==> src/rtl/pc_pkg.sv <==
// Shared types and constants for the program-counter unit.
// Holds the state encoding, the next-PC select encoding and the word-alignment check.
package pc_pkg;

  typedef enum logic [1:0] {
    ST_BOOT = 2'd0,
    ST_RUN  = 2'd1,
    ST_HALT = 2'd2
  } pc_state_e;

  typedef enum logic [2:0] {
    NPC_TRAP  = 3'd0,
    NPC_MRET  = 3'd1,
    NPC_REDIR = 3'd2,
    NPC_SEQ   = 3'd3,
    NPC_HOLD  = 3'd4
  } npc_sel_e;

  localparam logic [1:0] ALIGN_MASK = 2'b11;

  function automatic logic is_word_aligned(input logic [1:0] low_bits);
    return (low_bits & ALIGN_MASK) == 2'b00;
  endfunction

endpackage

==> src/rtl/pc_redirect_hold.sv <==
// Buffers a branch/jump target that arrives during a stall until the pipeline advances.
// Misaligned targets are dropped here and reported as a one-cycle pulse.
module pc_redirect_hold #(
  parameter int XLEN = 32
) (
  input  logic            clk,
  input  logic            rst,
  input  logic            enable,
  input  logic            redirect_valid,
  input  logic [XLEN-1:0] redirect_addr,
  input  logic            pc_write,
  input  logic            flush,
  output logic            live_valid,
  output logic            pending,
  output logic [XLEN-1:0] pending_addr,
  output logic            misaligned
);
  import pc_pkg::*;

  logic            aligned;
  logic            pending_reg;
  logic [XLEN-1:0] pending_addr_reg;
  logic            misaligned_reg;

  assign aligned    = is_word_aligned(redirect_addr[1:0]);
  assign live_valid = enable && redirect_valid && aligned;

  // Flush beats everything; an advancing edge consumes (or supersedes) the buffer.
  always_ff @(posedge clk or posedge rst) begin
    if (rst) begin
      pending_reg      <= 1'b0;
      pending_addr_reg <= '0;
      misaligned_reg   <= 1'b0;
    end else begin
      misaligned_reg <= enable && redirect_valid && !aligned;
      if (flush) begin
        pending_reg <= 1'b0;
      end else if (enable && pc_write) begin
        pending_reg <= 1'b0;
      end else if (live_valid) begin
        pending_reg      <= 1'b1;
        pending_addr_reg <= redirect_addr;
      end
    end
  end

  assign pending      = pending_reg;
  assign pending_addr = pending_addr_reg;
  assign misaligned   = misaligned_reg;

endmodule

==> src/rtl/pc_unit.sv <==
// Program-counter unit: boot/run/halt control, prioritised next-PC selection and
// the fetch/decode PC registers.
module pc_unit #(
  parameter int                 XLEN         = 32,
  parameter logic [XLEN-1:0]    RESET_VECTOR = '0,
  parameter int                 STEP         = 4
) (
  input  logic            clk,
  input  logic            rst,
  input  logic            pc_write,
  input  logic            redirect_valid,
  input  logic [XLEN-1:0] redirect_addr,
  input  logic            trap_valid,
  input  logic [XLEN-1:0] trap_vector,
  input  logic            mret_valid,
  input  logic [XLEN-1:0] mepc,
  input  logic            halt_req,
  input  logic            resume,
  output logic [XLEN-1:0] pc,
  output logic            pc_valid,
  output logic [XLEN-1:0] pc_prev,
  output logic            redirect_misaligned,
  output logic            redirect_pending
);
  import pc_pkg::*;

  pc_state_e       state_reg;
  pc_state_e       state_next;
  npc_sel_e        npc_sel;
  logic [XLEN-1:0] pc_reg;
  logic [XLEN-1:0] pc_prev_reg;
  logic [XLEN-1:0] pc_next;
  logic [XLEN-1:0] redirect_target;
  logic [XLEN-1:0] pend_addr;
  logic            in_run;
  logic            in_halt;
  logic            flush;
  logic            live_valid;
  logic            pend;

  assign in_run  = (state_reg == ST_RUN);
  assign in_halt = (state_reg == ST_HALT);
  assign flush   = (in_run && (trap_valid || mret_valid)) || (in_halt && trap_valid);

  pc_redirect_hold #(
    .XLEN(XLEN)
  ) u_hold (
    .clk           (clk),
    .rst           (rst),
    .enable        (in_run),
    .redirect_valid(redirect_valid),
    .redirect_addr (redirect_addr),
    .pc_write      (pc_write),
    .flush         (flush),
    .live_valid    (live_valid),
    .pending       (pend),
    .pending_addr  (pend_addr),
    .misaligned    (redirect_misaligned)
  );

  // State register
  always_ff @(posedge clk or posedge rst) begin
    if (rst) begin
      state_reg <= ST_BOOT;
    end else begin
      state_reg <= state_next;
    end
  end

  // Next-state logic; a trap or mret in the same cycle cancels a halt request.
  always_comb begin
    state_next = state_reg;
    case (state_reg)
      ST_BOOT: state_next = ST_RUN;
      ST_RUN: begin
        if (halt_req && !trap_valid && !mret_valid) begin
          state_next = ST_HALT;
        end
      end
      ST_HALT: begin
        if (trap_valid || resume) begin
          state_next = ST_RUN;
        end
      end
      default: state_next = ST_BOOT;
    endcase
  end

  // Output decode: fetch qualifier and next-PC source
  always_comb begin
    pc_valid = in_run;
    npc_sel  = NPC_HOLD;
    if (in_run) begin
      if (trap_valid) begin
        npc_sel = NPC_TRAP;
      end else if (mret_valid) begin
        npc_sel = NPC_MRET;
      end else if (pc_write && (live_valid || pend)) begin
        npc_sel = NPC_REDIR;
      end else if (pc_write) begin
        npc_sel = NPC_SEQ;
      end
    end else if (in_halt && trap_valid) begin
      npc_sel = NPC_TRAP;
    end
  end

  // A live redirect is newer than anything buffered, so it takes precedence.
  assign redirect_target = live_valid ? redirect_addr : pend_addr;

  always_comb begin
    pc_next = pc_reg;
    case (npc_sel)
      NPC_TRAP:  pc_next = trap_vector;
      NPC_MRET:  pc_next = mepc;
      NPC_REDIR: pc_next = redirect_target;
      NPC_SEQ:   pc_next = pc_reg + XLEN'(STEP);
      default:   pc_next = pc_reg;
    endcase
  end

  always_ff @(posedge clk or posedge rst) begin
    if (rst) begin
      pc_reg      <= RESET_VECTOR;
      pc_prev_reg <= RESET_VECTOR;
    end else begin
      pc_reg <= pc_next;
      if (in_run && (pc_next != pc_reg)) begin
        pc_prev_reg <= pc_reg;
      end
    end
  end

  assign pc               = pc_reg;
  assign pc_prev          = pc_prev_reg;
  assign redirect_pending = pend;

endmodule

==> config.mk <==
export PLATFORM = sky130hd
export DESIGN_NAME = pc_unit
export DESIGN_NICKNAME = d
export VERILOG_FILES = /design/src/rtl/pc_pkg.sv /design/src/rtl/pc_redirect_hold.sv /design/src/rtl/pc_unit.sv
export SDC_FILE = /design/constraint.sdc
export NUM_CORES = 1
export LEC_CHECK = 0
export BUFFER_PORTS_ARGS = -buffer_cell sky130_fd_sc_hd__buf_2
export CORE_MARGIN = 3
export CORE_UTILIZATION = 45
export CTS_CLUSTER_DIAMETER = 80
export DETAILED_ROUTE_END_ITERATION = 8
export PLACE_DENSITY = 0.69
export SLEW_MARGIN = 10
export SYNTH_ARGS = -nofsm -noshare
export SYNTH_HDL_FRONTEND = slang
export SYNTH_HIERARCHICAL = 1
export SYNTH_SLANG_ARGS = --single-unit
==> constraint.sdc <==
create_clock -name clk -period 10.9 [get_ports clk]
set_input_delay 0 -clock clk [delete_from_list [all_inputs] [get_ports clk]]
set_output_delay 0 -clock clk [all_outputs]
set_load 0.1 [all_outputs]
; Yosys cells after proc, flatten, opt, wreduce, memory -nomap -nowiden
; Index checks and enable logic that the tools add are counted.
; W data, S select, Z words.
[classes]
add_sub_neg = 1
n_eq_ne = 8
muxes = 14
bitwise = 2
reduce_logical = 23
[op_table]
columns = op, n
row1 = $pmux W32 S4, 1
row2 = $add A32 B3 Y32 const B, 1
row3 = $mux W32, 1
row4 = $ne A32 B32 Y1, 1
row5 = $mux W3, 6
row6 = $logic_and A1 B1 Y1, 10
row7 = $eq A3 B2 Y1 const B, 2
row8 = $pmux W2 S3, 1
row9 = $logic_not A2 Y1, 2
row10 = $logic_or A1 B1 Y1, 4
row11 = $mux W2, 2
row12 = $ne A2 B1 Y1 const B, 2
row13 = $reduce_and A2 Y1, 2
row14 = $eq A3 B1 Y1 const B, 1
row15 = $logic_not A1 Y1, 3
row16 = $logic_not A3 Y1, 1
row17 = $mux W1, 3
row18 = $reduce_bool A3 Y1, 1
row19 = $eq A2 B1 Y1 const B, 1
row20 = $eq A2 B2 Y1 const B, 1
row21 = $not A1 Y1, 2
[word_totals]
ff_bits = 100
out_inout_bits = 67
word_cells = 54

; Longest topological paths before layout
; Gate-level depths: netlist of run 1.
[depth]
ltp_word = 13
depth_mapped = 18
depth_no_buf = 12

; Hierarchy
; The synthesis of run 1 kept the hierarchy.
[by_module_without_submodules]
columns = mod, n_inst, cells_each, area_each_um2
row1 = pc_unit, 1, 677, 5477.8
row2 = pc_redirect_hold, 1, 76, 1392.6

; Least setup slack after synthesis of run 1
; OpenSTA, ideal clock, no wires.
[synth_timing]
path_kind = reg-to-reg
start = register state_reg[1]
end = register pc_prev_reg[0] (netlist: pc_prev[0])
arrival_time_ps = 4571
setup_slack_ps = 6202
path_stages_with_launch = 15
n_path_buf = 3
synth_period_minus_slack_ps = 4698
cell_sequence = dfrtp_1 > nand2b_1 > inv_1 > and4bb_2 > buf_2 > buf_6 > mux2_1 > a222oi_1 > o21ai_1 > a2111oi_0 > nand4_1 > o41ai_2 > a41oi_2 > buf_6 > mux2_4
[synth_between]
elab_chain_cells = 13
[synth_rtl]
columns = item, line
row1 = from (decl), pc_unit.sv:27  ; pc_state_e state_reg;
row2 = from (signal assigned), pc_unit.sv:66  ; state_reg <= state_next;
row3 = $eq A2 B1 Y1 *, pc_unit.sv:41  ; assign in_run = (state_reg == ST_RUN);
row4 = net pc_valid, pc_unit.sv:20  ; output logic pc_valid,
row5 = $logic_and A1 B1 Y1 * (2 in a row), pc_redirect_hold.sv:26  ; assign live_valid = enable && redirect_valid && aligned;
row6 = net live_valid, pc_unit.sv:38  ; logic live_valid;
row7 = $logic_or A1 B1 Y1, pc_unit.sv:98  ; end else if (pc_write && (live_valid || pend)) begin
row8 = $logic_and A1 B1 Y1, pc_unit.sv:98
row9 = $mux W3, pc_unit.sv:98
row10 = $mux W3, pc_unit.sv:96  ; end else if (mret_valid) begin
row11 = $mux W3, pc_unit.sv:94  ; if (trap_valid) begin
row12 = $mux W3, pc_unit.sv:93  ; if (in_run) begin
row13 = $eq A3 B2 Y1 (tied with other cells), pc_unit.sv:113  ; case (npc_sel)
row14 = $pmux W32 S4 *, pc_unit.sv:113
row15 = $ne A32 B32 Y1 *, pc_unit.sv:128  ; if (in_run && (pc_next != pc_reg)) begin
row16 = $logic_and A1 B1 Y1 *, pc_unit.sv:128
row17 = to (signal assigned), pc_unit.sv:129  ; pc_prev_reg <= pc_reg;
row18 = to (decl), pc_unit.sv:31  ; logic [XLEN-1:0] pc_prev_reg;
; The timed path passes the listed nets; every way through them passes the cells marked *.
; A chain may end at the register's enable or synchronous reset.

; Final worst setup path of run 1
[layout_timing]
start = register state_reg[1]
end = register pc_prev_reg[1] (netlist: pc_prev[1])
[layout_between]
elab_chain_cells = 13
[layout_rtl]
columns = item, line
row1 = $eq A2 B1 Y1 *, pc_unit.sv:41
row2 = $logic_and A1 B1 Y1 * (2 in a row), pc_redirect_hold.sv:26
row3 = net live_valid, pc_unit.sv:38
row4 = $logic_or A1 B1 Y1, pc_unit.sv:98
row5 = $logic_and A1 B1 Y1, pc_unit.sv:98
row6 = $mux W3, pc_unit.sv:98
row7 = $mux W3, pc_unit.sv:96
row8 = $mux W3, pc_unit.sv:94
row9 = $mux W3, pc_unit.sv:93
row10 = $eq A3 B2 Y1 (tied with other cells), pc_unit.sv:113
row11 = $pmux W32 S4 *, pc_unit.sv:113
row12 = $ne A32 B32 Y1 *, pc_unit.sv:128
row13 = $logic_and A1 B1 Y1 *, pc_unit.sv:128
; Marked as above.

==> run metrics, run 1 <==
status=finished, final reports clean; register area share after synthesis=about 36%; Worst-path clk slew=~0.07 ns; Post-synth top cells=dfrtp_1, nand2_1, a21oi_1, mux2_4, o21ai_0; DR iter-0 viols=880; share of the synthesized area in the top cell type=36.4%; r2r setup slk=roughly 5.3 ns; DIE HEIGHT=around 130 um; Util after Layout=57.6%; Crit path top cell by count=buf_4; Synth area leaders=dfrtp_1, mux2_4, nand2_1, a21oi_1, o21ai_0; Final HPWL DP=between 15000 and 20000 um; fmax=0.179 GHz; Max Cap Viol=0; Crit. End Element=flop; met3 wire len=between 2000 and 2500 um; synthesized flop and latch total=100; DRT Wirelength=between 20000 and 30000 um; GP Congestion=0.988; via count=~7000; total gr overflow=0; IO buf count=170; Clk Latency, worst-skew pair=between 0.3 and 0.4 ns; DRC errors left=0; Hold Fails Final Rpt=0; register area=approximately 2500 sq um; min Tclk post-route=about 5.6 ns; fin cells=about 1100; final setup vio count=0; CTS tree=built; initial antenna violation count=0; Avg Cell Area, Syn=between 9 and 10 sq um; Cells after DPL=~1100; Peak VDD IR=around 0.18 mV; nets=slightly above 1000; Num CTS Buffers=9; Max stage delay cell, worst path=o21ai_1; Worst path top cell family by delay=compound AO/OA/AOI/OAI gates; clock tree sinks=100; area leader, netlist=dfrtp_1; Die ar.=about 17000 sq um; power density of the placed cells=around 240 nW/um^2; CP max stage delay=0.93 ns; Via density=~6.2; Slew Viols, Final=0; Final Total Pwr=0.00201 W; CORE AREA=between 10000 and 15000 sq um; CP Data Arrival Time=between 5 and 6 ns; Root Buffer=clkbuf_16; FILL cells=~1300; total negative slack=0 ns; CP required=approximately 11 ns; I/O Pins=~170; DRT Pass-1 Iters=6; postcts setup bufs=0; Syn. warnings=6; Main synth FF type=dfrtp_1; post-route clock period utilization=between 50% and 60%; M1 wire length=roughly 11000 um; num rows=44; cell area after synthesis=between 6000 and 7000 sq um; Buffers & Inverters on Critical Path=3; Diodes inserted=0; Routed Antenna Nets=0; critical-path cell list=nand2b_1 > inv_1 > and4bb_2 > buf_4 > nor3b_2 > o21ai_1 > mux2i_1 > o2bb2ai_1 > a2111oi_0 > nand4_1 > nor4_1 > a41oi_4 > buf_4 > mux2_4; Max FO, Critical Path=56; Synth cell types=between 70 and 80; vias in the first global route=6483; Layout area overhead=23.7%; worst slew pin tran=between 1 and 1.5 ns; clock buffer depth=2; share of layout cells above drive strength 1=between 30 and 40%; Hold WC Path Type=in2reg; Top Layer Used=met4; Slew HR=approximately 22%; startpoint types=flop; die width=around 130 um; Initial Utilization=between 40% and 50%; most frequent cell after synthesis=dfrtp_1; first-pass GRT wire length=37900 um; largest net degree at the start of global routing=67; leakage=between 3 and 4 nW; drt wl/cell=22.6 um; Final Skew=0.00529 ns; Clock H-tree levels=3; RSZ-0062 raised after global routing=no; critical path class=reg2reg; Syn Inst Count=about 750; Async S/R FF share, synth=100%; number of synthesized flops with an enable pin=0; area of the multi-input gates=4040 sq um; WL met2=10900 um; Synth Net Count=858; overall global routing resource usage=30.0%
==> cell usage in the layout, fill, tap and decap left out, types with 4 or more instances in the layout <==
cell type / n
inv_1: 20
a31oi_1: 10
nor4_1: 8
or3_1: 5
nand3_1: 30
a222oi_1: 5
nor3_1: 10
and3_1: 6
a211oi_1: 12
a21boi_0: 4
mux2i_1: 8
dlygate4sd3_1: 38
nor2_1: 43
mux2_2: 12
buf_2: 170
o21ai_0: 53
nand4_1: 18
buf_4: 13
o2111ai_1: 4
a22oi_1: 8
nand2_1: 91
a21oi_1: 64
and2_1: 8
nand2b_1: 5
nand3b_1: 10
mux2_4: 58
a21o_1: 4
a2111oi_0: 7
a22o_1: 4
o21a_1: 6
clkbuf_16: 9
dfrtp_1: 100
nor2b_1: 4
a32oi_1: 5
o211ai_1: 15
==> through the flow <==
step	hold slack (ns)	worst slack, ns	instance area, sq um
2_1_floorplan	0.0946	6.20	6870
3_3_place_gp	0.140	5.54	7800
3_5_place_dp	0.139	5.43	7800
4_1_cts	0.00243	5.44	8500
5_1_grt	0.0303	5.06	8500
6_report	0.0173	5.31	8500
==> power by group <==
part	internal [W]	switching, W	leakage [nW]
Combinational	0.000268	0.000798	2.45
Sequential	0.000476	0.000124	1.23
Clock	0.000202	0.000145	0.151
==> area by class of cell <==
cell class | count | share of cell area [%]
timing repair buffer | 221 | 15.6
tap | 184 | 2.71
clock inverter | 4 | 0.869
clock buffer | 12 | 2.78
multi-input combinational | 580 | 47.6
inverter | 22 | 0.972
sequential | 100 | 29.5
==> worst reg2reg max path, stage by stage (launching register included) <==
cell	delay, ns
dfrtp_1	0.49
nand2b_1	0.32
inv_1	0.24
and4bb_2	0.29
buf_4	0.49
nor3b_2	0.17
o21ai_1	0.93
mux2i_1	0.34
o2bb2ai_1	0.11
a2111oi_0	0.60
nand4_1	0.17
nor4_1	0.41
a41oi_4	0.17
buf_4	0.33
mux2_4	0.42
==> path summary, 6_finish.rpt <==
check                                             from                     end  cells past startpoint
worst min register to register  u_hold/pending_addr[1]  u_hold/pending_addr[1]                      1
worst max register to register            state_reg[1]              pc_prev[1]                     14
min in group asynchronous                          rst  u_hold/pending_addr[8]                      4
max in group asynchronous                          rst                  pc[22]                      4
worst min-delay path                          mepc[27]                  pc[27]                      3
worst max-delay path                      state_reg[1]              pc_prev[1]                     14
==> metal layers <==
layer  global-route usage, %  vias up
li1                        -     3195
met5                       0        -
met3                    6.39       59
met1                    43.3     3322
met4                    14.1        0
met2                    42.8      421
==> kinds of logic (layout without fill, tap and decap cells) <==
kind of cell,Yosys count,count (layout),synth area share (%)
AO/OA/AOI/OAI,237,237,22.7
XOR/XNOR,5,5,0.638
adder cells (fa/ha/maj),1,1,0.182
buffers and inverters,73,259,5.26
flip-flops,100,100,36.4
multiplexers,79,79,16.0
AND/OR/NAND/NOR,258,258,18.8
==> timing repair <==
item                                   4_1_cts  5_1_grt
resized for setup                            0        0
endpoints found under the hold margin      134        0
hold buffers                                38        0
(Power assumes the default switching activity.)
==> inputs of run 2 (changes only) <==
Clock period 10.9 ns to 5.26 ns, I/O delays scaled along.
==> run 2 against run 1 <==
Compared with the run above: clock skew grew 0.0034 ns; largest power group unchanged; largest cell class unchanged; cell count grew 0.89%; register-to-register slack lost 4.9 ns.
==> run metrics, run 2 (synthesized netlist as in run 1, its figures left out) <==
RR Endpoint=pc_prev[13]; share of layout cells above drive strength 1=between 30% and 40%; # hold bufs at CTS=38; Root Buffer=clkbuf_16; Layout area overhead=24.8%; cell count of the worst reg-to-reg path=13; DRC errors left=0; switching part of the total power=a little over half; Crit. End Element=flop; Final HPWL DP=19200 um; r2r setup slk=roughly 0.37 ns; DIE HEIGHT=between 100 and 150 um; Cells after DPL=between 1000 and 1500; num rows=44; largest net degree at the start of global routing=67; clock power share=between 10% and 20%; Slew Viols, Final=0; clock buffer depth=2; postcts setup bufs=0; CTS tree=built; nets=1049; fmax=approximately 0.20 GHz; Clock H-tree levels=3; drt wl/cell=~23 um; Initial Utilization=around 47%; Via density=between 6 and 7; power density of the placed cells=approximately 500 nW/um^2; switching power=roughly 0.0023 W; clock tree sinks=100; IO buf count=170; vias in the first global route=roughly 6900; DRT Wirelength=between 20000 and 30000 um; total gr overflow=0; GP Congestion=around 1.1; Max FO, Critical Path=25; status=finished, final reports clean; Buffers & Inverters on Critical Path=2; Slew HR=between 10% and 20%; via count=7119; Worst R2R Start=state_reg[1]; CP max stage delay=0.76 ns; DR iter-0 viols=between 800 and 900; I/O Pins=~170; hold_sp=pc_write; startpoint types=flop; fin cells=1133; Cell Int Power=0.00192 W; initial antenna violation count=0; CORE AREA=14800 sq um; Peak VDD IR=0.358 mV; Reg power frac=approximately 30%; Num CTS Buffers=9; first-pass GRT wire length=roughly 40000 um; total negative slack=0 ns; Post-CTS Resized=0; Diodes inserted=0; min Tclk post-route=roughly 4.9 ns; Worst-path clk slew=0.07 ns; Max stage delay cell, worst path=a2111oi_0; most common cell after layout, fill and taps aside=buf_2; overall global routing resource usage=a little under a third; Hold WC Path Type=in2reg; WHS Path Cells=2; leakage=3.88 nW; RSZ-0062 raised after global routing=no; critical-path cell list=nand2b_1 > inv_1 > and4bb_2 > or3b_2 > a21oi_4 > a211o_1 > o2111ai_1 > a2111oi_0 > nand4_1 > o41ai_2 > a41oi_4 > buf_12 > mux2_4; Worst path top cell family by delay=compound AO/OA/AOI/OAI gates; CP required=roughly 5.5 ns; DRT Pass-1 Iters=5; Final Skew=0.00865 ns; worst slew pin tran=1.20 ns; CP Data Arrival Time=roughly 5 ns; post-route clock period utilization=92.9%; critical path class=reg2reg; WHS Endpoint=u_hold/pending; Clk Latency, worst-skew pair=between 0.3 and 0.4 ns; final setup vio count=0; die width=130 um; Hold Fails Final Rpt=0; Routed Antenna Nets=0; Die ar.=between 15000 and 20000 sq um; Comb power frac=between 50 and 60%; Max Cap Viol=0; most frequent cells in the layout=buf_2, dfrtp_1, nand2_1
[run 2: cell types whose count changed in the layout (fill, tap and decap cells not counted)]
cell        change
clkinvlp_4      +1
clkbuf_1        -2
inv_8           +1
buf_12          +1
clkinv_4        -1
bufinv_16       -1
inv_6           +2
buf_4           +9
[run 2: worst max path at each step]
stage | from | end | depth (start not counted)
6_report | state_reg[1] | pc_prev[13] | 13
5_1_grt | state_reg[1] | pc_prev[0] | 14
4_1_cts | state_reg[1] | pc_prev[13] | 14
3_5_place_dp | state_reg[1] | pc_prev[17] | 14
3_3_place_gp | state_reg[1] | pc_prev[6] | 13
2_1_floorplan | state_reg[1] | pc_prev[0] | 14
[run 2: final cells by class]
type                            count  area, sq um
Timing Repair Buffer              231         1420
Clock buffer                       10          229
Multi-Input combinational cell    580         4040
Fill cell                        1328         6180
Inverter                           22         82.6
Tap cell                          184          230
Clock inverter                      6         71.3
Sequential cell                   100         2500
[run 2: layer usage]
layer | vias to the layer above | share of wire, % | track usage, %
met1 | 3411 | 42 | 43.1
met4 | 0 | 3.7 | 13.9
met2 | 445 | 45 | 47.0
met5 | - | 0 | 0
li1 | 3198 | - | -
met3 | 65 | 9.0 | 5.40
[run 2: stage by stage]
| stage | hold WS (ns) | total power, W | util [%] | setup slack [ns] | instance area [sq um] |
|---|---|---|---|---|---|
| global placement | 0.139 | 0.00343 | 53.5 | 0.434 | 7890 |
| finish | 0.0371 | 0.00417 | 58.1 | 0.372 | 8570 |
| detailed placement | 0.143 | 0.00344 | 53.5 | 0.494 | 7890 |
| floorplan | 0.0946 | 0.00296 | - | 0.562 | 6870 |
| CTS | 0.00838 | 0.00416 | 58.1 | 0.470 | 8570 |
| global route | 0.0396 | 0.00433 | 58.1 | 0.145 | 8570 |
[run 2: power by group through the flow]
stage               Clock, W  Sequential, W  Combinational, W
CTS                 0.000705        0.00124           0.00222
global placement           0        0.00125           0.00218
finish              0.000694        0.00124           0.00224
floorplan                  0        0.00226          0.000698
global route        0.000727        0.00128           0.00232
detailed placement         0        0.00125           0.00219
==> inputs of run 3 (changes only) <==
Settings changed: MAX_ROUTING_LAYER set to met4, SLEW_MARGIN 10 to unset.
==> run 3 against run 2 <==
Compared with the run above: wire length did not move; flip-flop and latch count did not move; sequential power barely moved; fmax fell by 2.8%.
==> run metrics, run 3 (synthesized netlist as in run 1, its figures left out) <==
Clk Latency, worst-skew pair=between 0.3 and 0.4 ns; post-route clock period utilization=95.6%; Comb power frac=a little over half; initial antenna violation count=0; worst slew pin tran=between 0.9 and 1 ns; Buffers & Inverters on Critical Path=3; CP required=about 5.5 ns; clock tree sinks=100; DRT Pass-1 Iters=6; Cell Int Power=0.00189 W; post-route setup slack=about 0.23 ns; hold_sp=pc_write; total gr overflow=0; DRC errors left=0; most frequent cells in the layout=buf_2, dfrtp_1, nand2_1; Max stage delay cell, worst path=a2111oi_0; nets=~1100; DRT Wirelength=~26000 um; most common cell after layout, fill and taps aside=buf_2; IO buf count=170; Max Cap Viol=0; via count=roughly 7100; min Tclk post-route=about 5 ns; GP Congestion=1.02; WHS Endpoint=u_hold/pending; Die ar.=16800 sq um; CORE AREA=around 15000 sq um; Via density=6.25; postcts setup bufs=0; Final HPWL DP=between 15000 and 20000 um; Hold Fails Final Rpt=0; Worst path top cell family by delay=simple AND/OR/NAND/NOR gates; Clock H-tree levels=3; Initial Utilization=a little under half; Slew Viols, Final=0; Hold WC Path Type=in2reg; leakage=a little under 4 nW; CP max stage delay=roughly 0.67 ns; Peak VDD IR=0.397 mV; RSZ-0062 raised after global routing=no; power density of the placed cells=approximately 480 nW/um^2; Worst R2R Start=state_reg[1]; DIE HEIGHT=roughly 130 um; Crit. End Element=flop; Routed Antenna Nets=0; pre-CTS setup slack=around 0.33 ns; WHS Path Cells=2; clock buffer depth=2; fmax=0.199 GHz; final setup vio count=0; switching power=~0.0022 W; largest net degree at the start of global routing=67; status=finished, final reports clean; critical-path cell list=nand2b_1 > inv_1 > and4bb_2 > buf_4 > nor2_2 > nor3_2 > a222oi_1 > nor3b_1 > a2111oi_0 > nand4_1 > nor4_1 > a41oi_4 > buf_4 > mux2_4; Worst-path clk slew=roughly 0.070 ns; cell count of the worst reg-to-reg path=14; Root Buffer=clkbuf_16; Max FO, Critical Path=22; clock power share=around 16%; overall global routing resource usage=32.0%; CP Data Arrival Time=roughly 5.3 ns; vias in the first global route=6718; Diodes inserted=0; Crit path top cell by count=buf_4; drt wl/cell=22.9 um; startpoint types=flop; CTS tree=built; Slew HR=35.6%; total negative slack=0 ns; Reg power frac=30.1%; switching part of the total power=54.3%; I/O Pins=between 150 and 200; Num CTS Buffers=9; share of layout cells above drive strength 1=between 30% and 40%; Layout area overhead=24.7%; RR Endpoint=pc_prev[14]; Final Total Pwr=about 0.0041 W; first-pass GRT wire length=between 30000 and 40000 um; num rows=44; critical path class=reg2reg; Final Skew=0.00711 ns; DR iter-0 viols=slightly above 900; r2r setup slk=approximately 0.23 ns; die width=roughly 130 um
[run 3: changes by cell type in the layout (fill, tap and decap cells not counted)]
cell	delta
buf_4	+4
clkinv_4	+2
buf_12	-1
bufinv_16	-1
clkbuf_1	-1
clkbuf_8	+1
inv_8	-1
[run 3: worst register-to-register path: cells and delay by family (launching register included)]
kind / cells / cell delay, ns
simple gates: 7 / 2.18
compound gates: 3 / 1.21
buf+inv: 3 / 0.69
mux: 1 / 0.32
flops: 1 / 0.49
[run 3: per-stage QoR]
step | hold slack [ns] | area [sq um] | util, % | instances
after floorplan | 0.0946 | 6870 | - | 753
after CTS | 0.0203 | 8570 | 58.1 | 1136
final | 0.0208 | 8570 | 58.1 | 1136
after global placement | 0.140 | 7900 | 53.6 | 1082
after detailed placement | 0.139 | 7900 | 53.6 | 1082
after global routing | 0.0352 | 8570 | 58.1 | 1136
[run 3: timing repair]
item / in CTS / in global routing
hold buffers: 38 / 0
hold endpoints to repair: 134 / 0
gates resized for setup: 0 / 0
[run 3: metal layers]
layer / share of wire [%] / GRT usage, % / vias to the layer above
met2: 44 / 46.6 / 427
met3: 10 / 6.14 / 61
met1: 42 / 44.1 / 3410
met5: 0 / - / -
met4: 3.5 / 12.8 / 0
li1: - / - / 3204
[run 3: how the worst max path moves through the flow]
stage               slack [ns]    startpoint  depth (start not counted)           to
floorplan                 0.56  state_reg[1]                         14   pc_prev[0]
global placement          0.46  state_reg[1]                         14   pc_prev[1]
detailed placement        0.33  state_reg[1]                         14  pc_prev[14]
CTS                       0.32  state_reg[1]                         14  pc_prev[14]
global route              0.05  state_reg[1]                         14   pc_prev[2]
finish                    0.23  state_reg[1]                         14  pc_prev[14]
[run 3: cell type report]
type / instances / area (sq um)
clock inverter: 6 / 47.5
tap: 184 / 230
multi-input combinational: 580 / 4040
clock buffer: 10 / 239
inverter: 22 / 82.6
sequential: 100 / 2500
fill: 1332 / 6180
timing repair buffer: 234 / 1430
[run 3: power by group through the flow]
| stage | registers (W) | logic [W] | clock network [W] |
|---|---|---|---|
| after CTS | 0.00124 | 0.00221 | 0.000663 |
| after detailed placement | 0.00124 | 0.00219 | 0 |
| after global routing | 0.00127 | 0.00232 | 0.000693 |
| final | 0.00124 | 0.00223 | 0.000658 |
| after global placement | 0.00125 | 0.00218 | 0 |
| after floorplan | 0.00226 | 0.000698 | 0 |
